==> src/rtl/enc_8b10b_pkg.sv <==
// Shared 8b/10b constants: disparity encoding, K28.5 codes and the valid control-symbol list.
package enc_8b10b_pkg;

    localparam logic RD_NEG = 1'b0;
    localparam logic RD_POS = 1'b1;

    localparam logic [7:0] K28_5     = 8'hBC;
    localparam logic [9:0] K28_5_RDN = 10'h17C;
    localparam logic [9:0] K28_5_RDP = 10'h283;

    localparam int unsigned NUM_VALID_K = 12;

    // K28.0..K28.7, K23.7, K27.7, K29.7, K30.7
    localparam logic [7:0] VALID_K [NUM_VALID_K] = '{
        8'h1C, 8'h3C, 8'h5C, 8'h7C, 8'h9C, 8'hBC, 8'hDC, 8'hFC,
        8'hF7, 8'hFB, 8'hFD, 8'hFE
    };

    function automatic logic is_valid_k(input logic [7:0] b);
        logic hit;
        hit = 1'b0;
        for (int unsigned i = 0; i < NUM_VALID_K; i++) begin
            if (b == VALID_K[i]) hit = 1'b1;
        end
        return hit;
    endfunction

endpackage

==> src/rtl/enc_8b10b_stage.sv <==
// Combinational 8b/10b encoder: one byte (or control symbol) at a given running disparity.
module enc_8b10b_stage
    import enc_8b10b_pkg::*;
(
    input  logic [7:0] code_8b,
    input  logic       is_k,
    input  logic       disp,
    output logic [9:0] code_10b,
    output logic       disp_next,
    output logic       code_err
);

    logic [4:0] x;
    logic [2:0] y;
    logic       k_ok;
    logic       k28;
    logic [5:0] s6_n;      // abcdei, a at MSB, RD- column
    logic [5:0] s6;
    logic [3:0] s4_n;      // fghj, f at MSB, RD- column
    logic [3:0] s4;
    logic       bal6;
    logic       bal4;
    logic       flip4;
    logic       disp_mid;

    assign x = code_8b[4:0];
    assign y = code_8b[7:5];

    // Pick the 5b/6b sub-block and derive the mid-symbol disparity.
    always_comb begin
        k_ok     = is_k && is_valid_k(code_8b);
        code_err = is_k && !k_ok;
        k28      = k_ok && (x == 5'd28);
        s6_n     = 6'b000000;
        if (k28) begin
            s6_n = 6'b001111;
        end else begin
            case (x)
                5'd0:  s6_n = 6'b100111;  5'd1:  s6_n = 6'b011101;
                5'd2:  s6_n = 6'b101101;  5'd3:  s6_n = 6'b110001;
                5'd4:  s6_n = 6'b110101;  5'd5:  s6_n = 6'b101001;
                5'd6:  s6_n = 6'b011001;  5'd7:  s6_n = 6'b111000;
                5'd8:  s6_n = 6'b111001;  5'd9:  s6_n = 6'b100101;
                5'd10: s6_n = 6'b010101;  5'd11: s6_n = 6'b110100;
                5'd12: s6_n = 6'b001101;  5'd13: s6_n = 6'b101100;
                5'd14: s6_n = 6'b011100;  5'd15: s6_n = 6'b010111;
                5'd16: s6_n = 6'b011011;  5'd17: s6_n = 6'b100011;
                5'd18: s6_n = 6'b010011;  5'd19: s6_n = 6'b110010;
                5'd20: s6_n = 6'b001011;  5'd21: s6_n = 6'b101010;
                5'd22: s6_n = 6'b011010;  5'd23: s6_n = 6'b111010;
                5'd24: s6_n = 6'b110011;  5'd25: s6_n = 6'b100110;
                5'd26: s6_n = 6'b010110;  5'd27: s6_n = 6'b110110;
                5'd28: s6_n = 6'b001110;  5'd29: s6_n = 6'b101110;
                5'd30: s6_n = 6'b011110;  default: s6_n = 6'b101011;
            endcase
        end
        bal6     = ($countones(s6_n) == 3);
        // D.7 is balanced but still has a distinct RD+ form.
        s6       = (disp && (!bal6 || (x == 5'd7 && !k28))) ? ~s6_n : s6_n;
        disp_mid = bal6 ? disp : ~disp;
    end

    // Pick the 3b/4b sub-block, applying the alternate A7 form where required.
    always_comb begin
        s4_n  = 4'b0000;
        flip4 = 1'b1;
        if (k_ok) begin
            case (y)
                3'd0: s4_n = 4'b1011;  3'd1: s4_n = 4'b0110;
                3'd2: s4_n = 4'b1010;  3'd3: s4_n = 4'b1100;
                3'd4: s4_n = 4'b1101;  3'd5: s4_n = 4'b0101;
                3'd6: s4_n = 4'b1001;  default: s4_n = 4'b0111;
            endcase
        end else begin
            case (y)
                3'd0: s4_n = 4'b1011;  3'd1: s4_n = 4'b1001;
                3'd2: s4_n = 4'b0101;  3'd3: s4_n = 4'b1100;
                3'd4: s4_n = 4'b1101;  3'd5: s4_n = 4'b1010;
                3'd6: s4_n = 4'b0110;
                default: begin
                    if ((!disp_mid && (x == 5'd17 || x == 5'd18 || x == 5'd20)) ||
                        ( disp_mid && (x == 5'd11 || x == 5'd13 || x == 5'd14)))
                        s4_n = 4'b0111;
                    else
                        s4_n = 4'b1110;
                end
            endcase
            flip4 = ($countones(s4_n) != 2) || (y == 3'd3);
        end
        bal4      = ($countones(s4_n) == 2);
        s4        = (disp_mid && flip4) ? ~s4_n : s4_n;
        disp_next = bal4 ? disp_mid : ~disp_mid;
    end

    assign code_10b = {s4[0], s4[1], s4[2], s4[3],
                       s6[0], s6[1], s6[2], s6[3], s6[4], s6[5]};

endmodule

==> src/rtl/axi4s_enc_8b10b.sv <==
// AXI4-Stream 8b/10b encoder: one registered output slot, running disparity, optional K28.5 idle fill.
module axi4s_enc_8b10b
    import enc_8b10b_pkg::*;
#(
    parameter bit IDLE_INSERT = 1'b0
) (
    input  logic       aclk,
    input  logic       aresetn,
    input  logic       s_tvalid,
    output logic       s_tready,
    input  logic [7:0] s_tdata,
    input  logic       s_tuser,
    output logic       m_tvalid,
    input  logic       m_tready,
    output logic [9:0] m_tdata,
    output logic [1:0] m_tuser,
    input  logic       restart
);

    logic       rd_q,       rd_d;
    logic       m_tvalid_q, m_tvalid_d;
    logic [9:0] m_tdata_q,  m_tdata_d;
    logic [1:0] m_tuser_q,  m_tuser_d;

    logic       slot_free;
    logic       accept;
    logic       idle_load;
    logic [7:0] enc_byte;
    logic       enc_k;
    logic       enc_disp;
    logic [9:0] enc_code;
    logic       enc_disp_next;
    logic       enc_err;

    assign slot_free = !m_tvalid_q || m_tready;
    assign accept    = s_tvalid && slot_free;
    assign idle_load = IDLE_INSERT && !s_tvalid && slot_free;

    // The idle path reuses the same encoder with K28.5 as its input.
    assign enc_byte = s_tvalid ? s_tdata : K28_5;
    assign enc_k    = s_tvalid ? s_tuser : 1'b1;
    assign enc_disp = restart ? RD_NEG : rd_q;

    enc_8b10b_stage u_stage (
        .code_8b   (enc_byte),
        .is_k      (enc_k),
        .disp      (enc_disp),
        .code_10b  (enc_code),
        .disp_next (enc_disp_next),
        .code_err  (enc_err)
    );

    // Load a new code when the slot is free, otherwise drain or hold.
    always_comb begin
        rd_d       = rd_q;
        m_tvalid_d = m_tvalid_q;
        m_tdata_d  = m_tdata_q;
        m_tuser_d  = m_tuser_q;
        if (accept || idle_load) begin
            rd_d       = enc_disp_next;
            m_tvalid_d = 1'b1;
            m_tdata_d  = enc_code;
            m_tuser_d  = {idle_load, enc_err && accept};
        end else begin
            if (m_tready) m_tvalid_d = 1'b0;
            if (restart)  rd_d       = RD_NEG;
        end
    end

    // Disparity and output slot registers.
    always_ff @(posedge aclk or negedge aresetn) begin
        if (!aresetn) begin
            rd_q       <= RD_NEG;
            m_tvalid_q <= 1'b0;
            m_tdata_q  <= 10'd0;
            m_tuser_q  <= 2'd0;
        end else begin
            rd_q       <= rd_d;
            m_tvalid_q <= m_tvalid_d;
            m_tdata_q  <= m_tdata_d;
            m_tuser_q  <= m_tuser_d;
        end
    end

    assign s_tready = slot_free;
    assign m_tvalid = m_tvalid_q;
    assign m_tdata  = m_tdata_q;
    assign m_tuser  = m_tuser_q;

endmodule

==> config.mk <==
export PLATFORM = sky130hd
export DESIGN_NAME = axi4s_enc_8b10b
export DESIGN_NICKNAME = d
export VERILOG_FILES = /design/src/rtl/enc_8b10b_pkg.sv /design/src/rtl/enc_8b10b_stage.sv /design/src/rtl/axi4s_enc_8b10b.sv
export SDC_FILE = /design/constraint.sdc
export NUM_CORES = 1
export LEC_CHECK = 0
export CORE_ASPECT_RATIO = 1.75
export CORE_MARGIN = 2
export CORE_UTILIZATION = 30
export CTS_CLUSTER_DIAMETER = 40
export DETAILED_ROUTE_END_ITERATION = 8
export GPL_TIMING_DRIVEN = 0
export PLACE_DENSITY_LB_ADDON = 0.25
export SETUP_SLACK_MARGIN = 0.02
export SYNTH_ARGS = -nofsm -noshare
export SYNTH_HDL_FRONTEND = slang
export SYNTH_HIERARCHICAL = 1
export SYNTH_SLANG_ARGS = --single-unit
==> constraint.sdc <==
create_clock -name aclk -period 6.4 [get_ports aclk]
set_input_delay 0.96 -clock aclk [delete_from_list [all_inputs] [get_ports aclk]]
set_output_delay 0.96 -clock aclk [all_outputs]
set_load 0.02 [all_outputs]
==> results.md <==
- Outcome: complete, no violations
- Initial drt markers: 51
- Slew HR: a little under three fifths
- Predominant post-synthesis flop cell: dfrtp_1
- Seq cells post-synth: 13
- Dpl hpwl: between 3000 and 4000 µm
- Final max-slew violation count: 0
- Number of synthesized flops with an enable pin: 0
- Worst path most repeated cell: buf_4
- Syn nets: about 240
- Slowest CP cell: fa_1
- Max-Cap Viols: 0
- Crit share post-route: 97.0%
- Startpoint types: input port
- CTS H-tree depth: 1
- Crit. End Element: flop
- Crit path arrival time: 6390 ps
- Pre-CTS setup slack: -932 ps
- Core area: ~5800 µm²
- Hold EP: m_tuser[0]$_DFFE_PN0P_
- Vias in the first global route: 1742
- Flop-to-flop setup slack: 3120 ps
- Synth area leader: dfrtp_1
- Die height: 106 µm
- Crit path depth: 30
- Largest net degree at the start of global routing: 14
- Power density over the cells: ~240 nW/µm²
- Top-count cell post-synth: nand2_1
- Worst slew pin tran: between 600 and 700 ps
- Crit Reg-Reg Startpoint: rd_q$_DFF_PN0_
- Fmax: between 150 and 200 MHz
- Dpl cells: between 300 and 400
- Reg2reg end: m_tdata[6]$_DFFE_PN0P_
- Layout cells sized above 1: between 40% and 50%
- DR pass1 iterations: 4
- Num Clock Sinks: 13
- Data required, critical path: between 6000 and 7000 ps
- Vias per cell: between 4 and 5
- Routed len/inst: approximately 14 µm
- Mapped cell area: about 1800 µm²
- Clk_skew: about 1.9 ps
- Synth cell types: between 60 and 70
- Std-Cell Rows: 37
- Final Hold Viols: 0
- Hold_ws: between 500 and 600 ps
- CTS tree: done
- Die ar.: 6660 µm²
- Grt ovf: 0
- Synth area leaders: dfrtp_1 18%, ha_1 9.0%, mux2_4 8.3%
- Post-route insts no fill: 367
- Cell count after synthesis: roughly 210
- Worst hold path type: flop to flop
- Reg2reg path depth: 17
- Clk_lat worst skew: between 200 and 250 ps
- Initial antenna violation count: 0
- Synth Warn #: 6
- Final cell utilization of the core: slightly below 50%
- Most common library cells after synthesis: 21 x nand2_1, 15 x nor2_1, 13 x dfrtp_1, 13 x ha_1
- Antenna viol nets, final: 0
- Hold path cells: 1
- Clock Tree Buf Depth: 2
- Initial core utilization: between 30% and 40%
- Share of the synthesized area in the top cell type: roughly 18%
- Final WL: about 5000 µm
- VDD IR max: just under 80 µV
- Die width: 62.5 µm
- Nets: between 300 and 400
- Drt drc: 0
- Ant. Diodes: 0
- Leak: between 1 and 1.5 nW
- Setup Crit Path Kind: input port to flop
- Gr usage total: 14.0%
- Tmin final: between 6000 and 7000 ps
- Syn avg cell area: 8.69 µm²
- Worst Path Max Fanout: 7
- Placer congestion estimate: just under 0.8
- Ports: 28
- Routed vias: roughly 1800
- Area grow syn2layout: 59.9%
- Final setup margin: between 150 and 200 ps
- Async S/R FF share, synth: 100%
- CTS Buf Count: 3
- CTS clock-pin slew for the worst setup and hold paths: around 50 ps
- Worst Path Buf+Inv: 16
- Crit-path leading delay family: adder cells
- Root Driver: clkbuf_8
- I/O Buffers: 26
- CP max stage delay: roughly 530 ps
- Final setup viols: 0
- First-pass GRT wire length: ~7700 µm
- Hold_sp: m_tuser[0]$_DFFE_PN0P_
- Post-synthesis sequential area ratio: a little under a fifth
==> per-layer routing <==
layer	wire length (µm)	global-route usage [%]
met5	0	0
met2	2950	28.3
met1	1860	14.7
met3	97	0.529
met4	78	5.71
==> cells by family (layout without fill, tap and decap cells) <==
logic type,after synthesis,after routing,share of synthesized area (%)
AO/OA/AOI/OAI,42,42,16.2
other,1,1,0.208
buffers and inverters,26,108,8.55
XOR/XNOR,11,11,5.77
multiplexers,16,16,12.1
flip-flops,13,13,18.1
adder cells (fa/ha/maj),17,17,13.5
AND/OR/NAND/NOR,81,81,25.6
==> report_power, final <==
group | switching, mW | internal, mW | total, mW | leakage, nW
clock network | 0.0284 | 0.0439 | 0.0723 | 0.0228
registers | 0.0172 | 0.113 | 0.130 | 0.149
logic | 0.223 | 0.279 | 0.502 | 1.18
==> worst max-delay path by stage <==
stage | startpoint | end | slack [ps]
3_3_place_gp | s_tvalid | rd_q$_DFF_PN0_ | -870
3_5_place_dp | s_tvalid | rd_q$_DFF_PN0_ | -930
6_report | s_tvalid | m_tdata[6]$_DFFE_PN0P_ | 190
5_1_grt | s_tvalid | rd_q$_DFF_PN0_ | -20
4_1_cts | s_tdata[1] | rd_q$_DFF_PN0_ | 40
2_1_floorplan | s_tvalid | rd_q$_DFF_PN0_ | 30
==> metrics by stage <==
step           instance area, µm²  TNS, ps  power [mW]
5_1_grt                      2880    -33.1       0.755
4_1_cts                      2510        0       0.644
3_3_place_gp                 2220     -871       0.510
2_1_floorplan                1860        0       0.406
6_report                     2880        0       0.704
3_5_place_dp                 2220     -932       0.515
==> registers in the layout, indices dropped and copies added, names as in the netlist <==
| register | count |
|---|---|
| m_tdata | 10 |
| m_tuser | 1 |
| m_tvalid | 1 |
| rd_q | 1 |
==> repair_timing <==
action / 4_1_cts / 5_1_grt
hold buffers: 0 / 0
setup endpoints to repair: 1 / 2
setup buffers: 24 / 28
cloned: 0 / 2
pin swaps: 14 / 22
resized for setup: 22 / 39
==> cell usage in the layout, fill, tap and decap left out, drive strengths merged, types with 7 or more instances in the layout <==
cell type / count
a21oi: 12
buf: 65
clkdlybuf4s50: 20
dfrtp: 13
ha: 13
inv: 13
mux2: 13
nand2: 22
nand2b: 10
nor2: 15
nor3: 8
o21ai: 8
xnor2: 7
==> worst register-to-register path: stages, from the launching register on <==
cell and delay [ps]:
dfrtp_1 310, nor2b_1 530, xor2_4 240, mux2i_4 330
nor2_4 80, buf_4 140, buf_4 120, buf_4 120
buf_4 120, buf_4 120, buf_4 120, buf_4 120
buf_4 120, buf_4 120, buf_4 120, buf_4 130
o311ai_2 210, mux2_4 180
==> area by class of cell <==
cell class                 count  area [µm²]
fill                         564        2960
multi-input combinational    168        1520
timing repair buffer          80         698
sequential                    13         325
buffer                        11         141
tap                           78        97.6
inverter                      13        53.8
clock buffer                   4        45.0
Note: power is estimated with default switching activity, not from simulation.
==> patch, RTL diff (same flow settings) <==
Make the reset (`aresetn`) synchronous in one clocked block.
--- a/src/rtl/axi4s_enc_8b10b.sv
+++ b/src/rtl/axi4s_enc_8b10b.sv
@@ -68,7 +68,7 @@
     end
 
     // Disparity and output slot registers.
-    always_ff @(posedge aclk or negedge aresetn) begin
+    always_ff @(posedge aclk) begin
         if (!aresetn) begin
             rd_q       <= RD_NEG;
             m_tvalid_q <= 1'b0;
Function: differs if aresetn is asserted again (counterexample within 4 cycles, from zero or initial values and one cycle with aresetn low); with aresetn held inactive, the same outputs for 10 cycles.
==> patch against the original RTL <==
  * Via count increased by 2.4%
  * Wire length decreased by 1.9%
  * Sequential cell count unchanged
  * Worst setup slack improved by 0.053 ns
  * Synthesized area decreased by 2.8%
  * Design area decreased by 4.0%
  * Sequential power decreased by 22%
  * Power decreased by 23%
  * Core utilization increased by 0.13 points
  * Count of clock-buffer cells in the layout unchanged
  * Register-to-register slack improved by 0.14 ns
  * Die area decreased by 2.6%
  * Critical path type unchanged
  * Largest cell class unchanged
  * Largest power group unchanged
  * Highest routed layer unchanged
==> patch: results (changes against the original RTL) <==
* Initial antenna violation count at 0 (unchanged)
* Post-synth top cells: nand2_1 (38), mux2i_1 (20), nor2_1 (14)
* Asr flop ratio synth at 0 (-1.00)
* Worst slew pin tran at 0.622 ns (-0.0314 ns)
* Synth area leaders: dfxtp_1 (15%), mux2i_1 (11%), ha_1 (9.3%)
* DP Wirelength at 3370 um (+1.5%)
* Syn_nets at 262 (+10%)
* Via-to-Cell Ratio at 4.85 (+0.79%)
* GPL Wtd Cong at 0.843 (+7.1%)
* Vias in the first global route at 1714 (-1.6%)
* Leakage at 1.30 nW (-3.9%)
* Layout cell share with drive strength beyond 1 at 0.306 (-0.130)
* Clock Skews at 0.00229 ns (+0.000390 ns)
* Critical path origin: s_tvalid
* Post-Place Cells at 332 (+6.8%)
* DRT iter0 DRCs at 31 (-39%)
* Syn Area/Cell at 7.57 um^2 (-13%)
* Worst r2r src: rd_q
* # fillers at 558 (-1.1%)
* Vias at 1809 (+2.4%)
* Place WS at -1.15 ns (-0.219 ns)
* Wirelength, routed at 4900 um (-1.9%)
* Post-synth top flop: dfxtp_1
* Clk_lat worst skew at 0.24 ns (about the same)
* Worst r2r path cells at 14 (-3)
* Outcome: complete, no violations
* Input/output buffers at 25 (-3.8%)
* Register area share after synthesis at 0.149 (-0.0320)
* WP data arrival at 6.33 ns (-0.06 ns)
* Peak supply drop at 0.0696 mV (-9.5%)
* Hold Startpoint: m_tdata[1]
* Worst Path Max Fanout at 7 (unchanged)
* GRT Overall Usage at 0.148 (+0.00803)
* Post-synth cell types at 49 (-20%)
* Worst Hold Depth at 2 (+1)
* Largest net degree at the start of global routing at 11 (-3)
* First-pass GRT wire length at 7570 um (-2.1%)
==> patch: cell count changes after synthesis, moves of 3 or more <==
cell / delta
a21o_1: -3
buf_6: -3
clkbuf_1: +3
dfrtp_1: -13
dfxtp_1: +13
mux2_4: -10
mux2i_1: +18
nand2_1: +17
o311ai_1: -3
xor2_1: +6
==> patch: kinds of logic (layout without fill, tap and decap cells) <==
logic type                 after synthesis  count (layout)  share of synthesized area
adders and majority gates               17              17                      0.139
buffers and inverters                   29              95                     0.0780
DFF                                     13              13                      0.149
xor gates and xnor gates                15              15                     0.0794
muxes                                   21              21                      0.121
and+or+nand+nor                         95              95                      0.284
AOI/OAI and AO/OA                       40              40                      0.148
other                                    1               1                    0.00214
==> patch: final timing paths <==
| kind | slack [ns] | end |
|---|---|---|
| min | 0.46 | m_tdata[1] |
| max | 0.24 | rd_q |
| max reg2reg | 3.26 | rd_q |
| min reg2reg | 0.46 | m_tdata[1] |
==> patch: worst max-delay path, delay by kind of cell <==
kind,cells,cell delay [ns]
AND/OR/NAND/NOR,6,0.81
adder cells (fa/ha/maj),8,2.58
multiplexers,3,0.45
buffers and inverters,7,0.45
AO/OA/AOI/OAI,3,0.78
XOR/XNOR,2,0.29
==> patch: report_power, final <==
group / internal (mW) / switching, mW / total, mW
registers: 0.0947 / 0.00630 / 0.101
clock network: 0.0439 / 0.0280 / 0.0719
logic: 0.194 / 0.176 / 0.369
==> patch: timing repair <==
action                     in CTS  in global routing
cloned                          0                  4
setup buffers                  14                 19
pin swaps                      14                 17
resized for setup              30                 43
setup endpoints to repair       1                  1
==> patch: metal layers <==
layer | vias to the layer above | track usage | wire length [um]
li1 | 913 | - | -
met1 | 859 | 0.162 | 1830
met2 | 28 | 0.280 | 2890
met3 | 9 | 0.0124 | 74
met4 | 0 | 0.0456 | 95
met5 | - | 0 | 0
==> patch: through the flow <==
| step | total power [mW] | area (um^2) | hold WS (ns) |
|---|---|---|---|
| finish | 0.542 | 2760 | 0.456 |
| global route | 0.587 | 2760 | 0.471 |
| CTS | 0.492 | 2320 | 0.459 |
| global placement | 0.383 | 2110 | 0.446 |
| floorplan | 0.315 | 1770 | 0.534 |
| detailed placement | 0.389 | 2110 | 0.452 |
==> patch: final cells by class <==
class / count / share of cell area
inverter: 12 / 0.0181
multi-input combinational: 189 / 0.557
clock buffer: 4 / 0.0163
timing repair buffer: 62 / 0.223
buffer: 17 / 0.0571
sequential: 13 / 0.0942
tap: 76 / 0.0344
